$ cat config.mk
export PLATFORM = sky130hd
export DESIGN_NAME = mem_stage
export DESIGN_NICKNAME = d
export VERILOG_FILES = /design/src/rtl/mem_stage.sv
export SDC_FILE = /design/constraint.sdc
export NUM_CORES = 1
export LEC_CHECK = 0
export CORE_MARGIN = 1.5
export CORE_UTILIZATION = 25
export CTS_CLUSTER_DIAMETER = 120
export DETAILED_ROUTE_END_ITERATION = 10
export PLACE_DENSITY = 0.46
export SETUP_SLACK_MARGIN = 0.4
export SLEW_MARGIN = 15
export SYNTH_ARGS = -nofsm -noshare
export SYNTH_HDL_FRONTEND = slang
export SYNTH_SLANG_ARGS = --single-unit
$ cat constraint.sdc
create_clock -name i_clk -period 3.1 [get_ports i_clk]
set_input_delay 0.31 -clock i_clk [delete_from_list [all_inputs] [get_ports i_clk]]
set_output_delay 0.31 -clock i_clk [all_outputs]
set_load 0.01 [all_outputs]
$ cat src/rtl/mem_stage.sv
// -----------------------------------------------------------------------------
// mem_stage -- RV64 memory-access pipeline stage (sits directly after EX).
//
// Takes the EX result (ALU value or effective address) and either forwards it
// as a write-back packet (non-memory ops) or runs one load/store over a
// req/gnt/rvalid data-memory port. EX is stalled (o_ex_ready low) whenever the
// stage is not idle. All outputs are registered.
//
// Ports
//   i_clk, i_rst           clock; synchronous active-high reset
//   i_ex_*                 op from EX (valid, result/address, store data,
//                          load/store flags, size, unsigned, rd addr/enable)
//   o_ex_ready             stage can accept an op (state is IDLE)
//   o_dmem_req/we/addr     dword-aligned request, held until i_dmem_gnt
//   o_dmem_wdata/wstrb     lane-shifted store data and byte enables
//   i_dmem_gnt/rvalid/rdata  grant, load-data valid, full dword read data
//   o_wb_valid/rd_addr/rd_wen/rd_data  one-cycle write-back packet
//   o_misalign             misaligned-access pulse
//
// Build option
//   MEM_STAGE_MISALIGN_TRAP_EN  when defined, a misaligned load/store issues
//   no memory request; it completes the next cycle with o_wb_valid=1,
//   o_wb_rd_wen=0 and o_misalign=1. When undefined, o_misalign is always 0
//   and misaligned accesses are issued with bytes past lane 7 dropped.
// -----------------------------------------------------------------------------
module mem_stage #(
  parameter int XLEN       = 64,
  parameter int REG_ADDR_W = 5
) (
  input  logic                  i_clk,
  input  logic                  i_rst,
  input  logic                  i_ex_valid,
  output logic                  o_ex_ready,
  input  logic [XLEN-1:0]       i_ex_alu_result,
  input  logic [XLEN-1:0]       i_ex_store_data,
  input  logic                  i_ex_mem_rd,
  input  logic                  i_ex_mem_wr,
  input  logic [1:0]            i_ex_mem_size,
  input  logic                  i_ex_mem_unsigned,
  input  logic [REG_ADDR_W-1:0] i_ex_rd_addr,
  input  logic                  i_ex_rd_wen,
  output logic                  o_dmem_req,
  output logic                  o_dmem_we,
  output logic [XLEN-1:0]       o_dmem_addr,
  output logic [XLEN-1:0]       o_dmem_wdata,
  output logic [7:0]            o_dmem_wstrb,
  input  logic                  i_dmem_gnt,
  input  logic                  i_dmem_rvalid,
  input  logic [XLEN-1:0]       i_dmem_rdata,
  output logic                  o_wb_valid,
  output logic [REG_ADDR_W-1:0] o_wb_rd_addr,
  output logic                  o_wb_rd_wen,
  output logic [XLEN-1:0]       o_wb_rd_data,
  output logic                  o_misalign
);

  typedef enum logic [1:0] {
    S_IDLE = 2'd0,
    S_REQ  = 2'd1,
    S_WAIT = 2'd2,
    S_RESP = 2'd3
  } state_t;

  state_t r_state;
  state_t w_next;

  // Op fields captured at accept time
  logic                  r_is_load;
  logic [1:0]            r_size;
  logic                  r_unsigned;
  logic [2:0]            r_off;
  logic [REG_ADDR_W-1:0] r_rd_addr;
  logic                  r_rd_wen;

  // Registered outputs
  logic                  r_dmem_req;
  logic                  r_dmem_we;
  logic [XLEN-1:0]       r_dmem_addr;
  logic [XLEN-1:0]       r_dmem_wdata;
  logic [7:0]            r_dmem_wstrb;
  logic                  r_wb_valid;
  logic [REG_ADDR_W-1:0] r_wb_rd_addr;
  logic                  r_wb_rd_wen;
  logic [XLEN-1:0]       r_wb_rd_data;
  logic                  r_misalign;

  logic                  w_accept;
  logic                  w_is_mem;
  logic                  w_is_store;
  logic                  w_rd_wen;
  logic                  w_trap;
  logic [2:0]            w_off;
  logic [7:0]            w_strb_base;
  logic [7:0]            w_strb;
  logic [XLEN-1:0]       w_wdata;
  logic [XLEN-1:0]       w_ld_shift;
  logic [XLEN-1:0]       w_ld_data;

  assign w_accept   = i_ex_valid && (r_state == S_IDLE);
  assign w_is_mem   = i_ex_mem_rd | i_ex_mem_wr;
  // Both flags set is treated as a load.
  assign w_is_store = i_ex_mem_wr & ~i_ex_mem_rd;
  // Writes to x0 are never reported as enabled.
  assign w_rd_wen   = i_ex_rd_wen & (i_ex_rd_addr != '0);
  assign w_off      = i_ex_alu_result[2:0];

  // Lane placement; shifting left naturally drops bytes past lane 7.
  assign w_wdata = i_ex_store_data << {w_off, 3'b000};
  assign w_strb  = w_strb_base << w_off;

  // NOTE: every signal written in an always_comb gets a default first, so no
  // path through the block can leave it unassigned and infer a latch.
  always_comb begin
    w_strb_base = 8'h01;
    case (i_ex_mem_size)
      2'b01:   w_strb_base = 8'h03;
      2'b10:   w_strb_base = 8'h0F;
      2'b11:   w_strb_base = 8'hFF;
      default: w_strb_base = 8'h01;
    endcase
  end

`ifdef MEM_STAGE_MISALIGN_TRAP_EN
  logic w_misaligned;

  always_comb begin
    w_misaligned = 1'b0;
    case (i_ex_mem_size)
      2'b01:   w_misaligned = w_off[0];
      2'b10:   w_misaligned = |w_off[1:0];
      2'b11:   w_misaligned = |w_off;
      default: w_misaligned = 1'b0;
    endcase
  end

  assign w_trap = w_is_mem & w_misaligned;
`else
  assign w_trap = 1'b0;
`endif

  // Load extraction: bring the addressed byte to lane 0, then size/extend.
  // Bytes beyond lane 7 shift in as zero.
  assign w_ld_shift = i_dmem_rdata >> {r_off, 3'b000};

  always_comb begin
    w_ld_data = w_ld_shift;
    case (r_size)
      2'b00:   w_ld_data = {{(XLEN-8){~r_unsigned & w_ld_shift[7]}},   w_ld_shift[7:0]};
      2'b01:   w_ld_data = {{(XLEN-16){~r_unsigned & w_ld_shift[15]}}, w_ld_shift[15:0]};
      2'b10:   w_ld_data = {{(XLEN-32){~r_unsigned & w_ld_shift[31]}}, w_ld_shift[31:0]};
      default: w_ld_data = w_ld_shift;
    endcase
  end

  // Next-state logic
  always_comb begin
    w_next = r_state;
    case (r_state)
      S_IDLE: if (w_accept) w_next = (w_is_mem && !w_trap) ? S_REQ : S_RESP;
      S_REQ:  if (i_dmem_gnt) w_next = r_is_load ? S_WAIT : S_RESP;
      S_WAIT: if (i_dmem_rvalid) w_next = S_RESP;
      S_RESP: w_next = S_IDLE;
      default: w_next = S_IDLE;
    endcase
  end

  // NOTE: sequential state uses non-blocking assignments so every register
  // samples the pre-edge values regardless of statement order.
  always_ff @(posedge i_clk) begin
    if (i_rst) r_state <= S_IDLE;
    else       r_state <= w_next;
  end

  // NOTE: these op-field registers are only read after an accept has loaded
  // them, so they carry no reset; that keeps the reset net off the datapath.
  always_ff @(posedge i_clk) begin
    if (w_accept) begin
      r_is_load  <= i_ex_mem_rd;
      r_size     <= i_ex_mem_size;
      r_unsigned <= i_ex_mem_unsigned;
      r_off      <= w_off;
      r_rd_addr  <= i_ex_rd_addr;
      r_rd_wen   <= w_rd_wen;
    end
  end

  always_ff @(posedge i_clk) begin
    if (i_rst) begin
      r_dmem_req   <= 1'b0;
      r_dmem_we    <= 1'b0;
      r_dmem_addr  <= '0;
      r_dmem_wdata <= '0;
      r_dmem_wstrb <= '0;
      r_wb_valid   <= 1'b0;
      r_wb_rd_addr <= '0;
      r_wb_rd_wen  <= 1'b0;
      r_wb_rd_data <= '0;
      r_misalign   <= 1'b0;
    end else begin
      // Write-back and misalign are single-cycle pulses.
      r_wb_valid <= 1'b0;
      r_misalign <= 1'b0;
      case (r_state)
        S_IDLE: begin
          if (w_accept) begin
            if (w_is_mem && !w_trap) begin
              r_dmem_req   <= 1'b1;
              r_dmem_we    <= w_is_store;
              r_dmem_addr  <= {i_ex_alu_result[XLEN-1:3], 3'b000};
              r_dmem_wdata <= w_is_store ? w_wdata : '0;
              r_dmem_wstrb <= w_strb;
            end else begin
              // Non-memory op, or a trapped misaligned access.
              r_wb_valid   <= 1'b1;
              r_wb_rd_addr <= i_ex_rd_addr;
              r_wb_rd_wen  <= w_rd_wen & ~w_trap;
              r_wb_rd_data <= w_trap ? '0 : i_ex_alu_result;
              r_misalign   <= w_trap;
            end
          end
        end
        S_REQ: begin
          if (i_dmem_gnt) begin
            r_dmem_req <= 1'b0;
            if (!r_is_load) begin
              r_wb_valid   <= 1'b1;
              r_wb_rd_addr <= r_rd_addr;
              r_wb_rd_wen  <= 1'b0;
              r_wb_rd_data <= '0;
            end
          end
        end
        S_WAIT: begin
          if (i_dmem_rvalid) begin
            r_wb_valid   <= 1'b1;
            r_wb_rd_addr <= r_rd_addr;
            r_wb_rd_wen  <= r_rd_wen;
            r_wb_rd_data <= w_ld_data;
          end
        end
        default: ;
      endcase
    end
  end

  assign o_ex_ready   = (r_state == S_IDLE);
  assign o_dmem_req   = r_dmem_req;
  assign o_dmem_we    = r_dmem_we;
  assign o_dmem_addr  = r_dmem_addr;
  assign o_dmem_wdata = r_dmem_wdata;
  assign o_dmem_wstrb = r_dmem_wstrb;
  assign o_wb_valid   = r_wb_valid;
  assign o_wb_rd_addr = r_wb_rd_addr;
  assign o_wb_rd_wen  = r_wb_rd_wen;
  assign o_wb_rd_data = r_wb_rd_data;
  assign o_misalign   = r_misalign;

endmodule

==> summary.txt <==
Drt
  – Routed via count: 12,790
  – Drt wl/cell: 24.15 microns
  – Post-route DRC: 0
  – Routed Antenna Nets: 0
  – DRT iter0 DRCs: 930
  – Vias/cell: 5.183
  – Detailed Route WL: 59,600 microns
  – Initial DRT Pass Iterations: 7

Synth
  – Ys flop type: dfxtp_1
  – Simple-Gate Fraction of Synth Area: 19.49%
  – Post-synthesis cell type count: 63
  – Post-Synth Adder-Cell Area: 0.5317%
  – Warnings from Yosys: 0
  – Synth Cell Area: 11,770 sq um
  – Post-synthesis mux area share: 11.17%
  – Compound-gate portion of the synthesized area: 24.31%
  – Post-synth EDFFs: 13
  – Seq/Total Area, Yosys: 38.71%
  – Post-synthesis register bit count: 221
  – Post-Synth XOR/XNOR Area: 0%
  – Async S/R FF share, synth: 0%
  – Mapped Avg Cell Area: 8.020 sq um
  – Syn Inst Count: 1,467
  – Main combinational cell family by area after synthesis: compound AO/OA/AOI/OAI gates

Floorplanning
  – Die ar.: 48,370 sq um
  – Core ar.: 46,460 sq um
  – Rows: 79
  – Initial core utilization: 25.32%
  – Num ports: 419
  – Die width: 219.9 microns
  – Die Y: 219.9 microns

Timing
  – Final count of negative-setup-slack endpoints: 0
  – Worst Skew: 13.36 ps
  – Total Neg Setup Slack: 0 ps
  – Final hold vios: 0
  – Worst hold margin: 292.9 ps
  – Minimum clock period: 2626 ps
  – Slew HR: 45.32%
  – Slew Viols, Final: 0
  – RSZ-0062 raised after global routing: yes
  – Worst Max-Slew Pin Slew: 817.2 ps
  – Fmax: 380.8 MHz
  – Period utilization: 84.71%

Run
  – Maxcap violations: 0

Power
  – Switch share: 41.26%
  – Register share of total power: 28.0%
  – Leakage power: 6.446 nW
  – Comb power frac: 49.5%
  – Worst IR Drop VDD: 0.4185 mV
  – Int Power: 8.275 mW
  – Psw: 5.813 mW
  – Total design power: 14.09 mW
  – P per Cell Area: 800.4 nW/um^2
  – Clock Power Share: 22.5%

GRT
  – Number of global-route vias before repair: 12,670
  – GR Util All Layers: 23.70%
  – First-pass GRT wire length: 85,300 microns
  – Largest net degree at the start of global routing: 90
  – GRT overflow: 0
  – Initial antenna violation count: 10

Clocking
  – Clk Latency, worst-skew pair: 570 ps
  – H-tree depth: 1
  – # clock sinks: 221
  – TritonCTS clock tree: built
  – Clk root buf: clkbuf_16
  – Clk slew on worst S/H paths: 60 ps
  – TritonCTS Buffers: 29
  – Postcts setup bufs: 0
  – Clock tree buffer depth: 3

Finish
  – Multi-input gate area: 6599 sq um
  – Layout area overhead: 49.61%
  – # fillers: 4,812
  – Cell Count, Final, Fillers Out: 2,468
  – # nets final: 2,053
  – FF/Latch Area: 4554 sq um
  – Ratio of cells with drive above 1 in the final layout: 8.342%

Critical path
  – Slowest Stage Delay on Critical Path: 540 ps
  – CP arrival: 3060 ps
  – Crit end category: register
  – Worst path slowest cell: edfxtp_1
  – Startpoint types: register
  – Worst EP required: 3530 ps
  – CP Max Fanout: 26
  – Critical path class: register to register
  – Worst-path cell chain: buf_6, buf_4, mux2i_1, a2bb2oi_1, o2111ai_1, o41ai_1, a211oi_1

Hold path
  – Worst Hold Class: primary input to register

Placed design
  – Port bufs: 414
  – DP HPWL: 45,640 microns
  – DP Cell Count: 2,416
  – RePlAce Congestion: 0.8977

Status
  – Outcome: complete, no violations
cells in the mapped netlist, drive strengths merged (20+ instances only):
| cell | n | area, sq um |
|---|---|---|
| a2111oi | 25 | 219.0 |
| nor2b | 20 | 125.1 |
| clkbuf | 106 | 399.1 |
| nor2 | 128 | 483.0 |
| dfxtp | 208 | 4164 |
| inv | 24 | 90.08 |
| a22oi | 55 | 412.9 |
| o21ai | 36 | 180.2 |
| a32oi | 23 | 201.4 |
| buf | 33 | 187.7 |
| nor3 | 38 | 190.2 |
| nand2 | 295 | 1107 |
| mux2i | 103 | 1044 |
| a211oi | 45 | 337.8 |
| a21oi | 140 | 700.7 |
what timing repair did:
action                     CTS  global route
setup endpoints to repair   14            39
hold buffers                 0             0
resized for setup            1             8
through the flow:
step                cell area, sq um  worst slack (ps)  utilization, %
finish                         17600             473.8           37.89
global route                   17590             381.1           37.87
CTS                            17560             413.9           37.79
detailed placement             16680             191.8           35.90
global placement               16680             231.7           35.90
floorplan                      11780             485.5               -
final timing paths:
check | slack, ps | cells after the start | from | endpoint
worst max-delay path | 470 | 7 | r_off[1] | o_wb_rd_data[44]
worst min-delay path | 290 | 1 | i_ex_mem_unsigned | r_unsigned
worst max register to register | 470 | 7 | r_off[1] | o_wb_rd_data[44]
worst min register to register | 450 | 2 | o_dmem_addr[62] | o_dmem_addr[62]
layout make-up:
cell class / count / share of cell area (%)
inverter: 24 / 0.5118
clock buffer: 37 / 4.578
tap: 607 / 4.315
timing repair buffer: 478 / 26.78
antenna: 3 / 0.04265
clock inverter: 12 / 0.4123
multi-input combinational: 1086 / 37.49
sequential: 221 / 25.87
routing by layer:
layer  global-route usage (%)  vias to the layer above  routed length, microns
li1                         -                     6059                       -
met1                    29.10                     6170                   24520
met2                    40.94                      480                   28630
met3                    6.556                       73                    5051
met4                    5.283                       10                    1329
met5                        0                        -                      70
power by group through the flow:
stage,registers (mW),clock network [mW],logic [mW]
finish,3.95,3.17,6.97
floorplan,4.16,0,3.47
detailed placement,4.01,0,6.94
global placement,3.98,0,6.92
CTS,3.95,3.29,6.98
global route,4.02,3.38,7.54
cells in the final DEF (no fill, tap or decap), types with 35 or more instances in the layout:
cell type	count
a21oi_1	140
buf_4	56
clkdlybuf4s50_1	411
a22oi_1	55
nand2_1	293
nor3_1	38
mux2i_1	102
a211oi_1	45
o21ai_0	35
dfxtp_1	208
nor2_1	125
worst max-delay path: cells and delay by family (launching register included):
kind                   cells  cell delay [ps]
buffers and inverters      2              640
AO/OA/AOI/OAI              4              920
flip-flops                 1              540
multiplexers               1              360
registers in the layout, summed over array words and instances, names as in the netlist, 2 cells and up:
signal,flops
o_wb_rd_addr,5
o_dmem_addr,61
o_dmem_wstrb,8
r_rd_addr,5
r_off,3
r_state,2
o_wb_rd_data,64
o_dmem_wdata,64
r_size,2
logic make-up after synthesis:
family / count (synthesis)
fa+ha+maj: 5
flops: 221
buf+inv: 163
mux: 120
compound gates: 419
other cells: 1
simple gates: 538
Power figures use the tool's default switching activity.
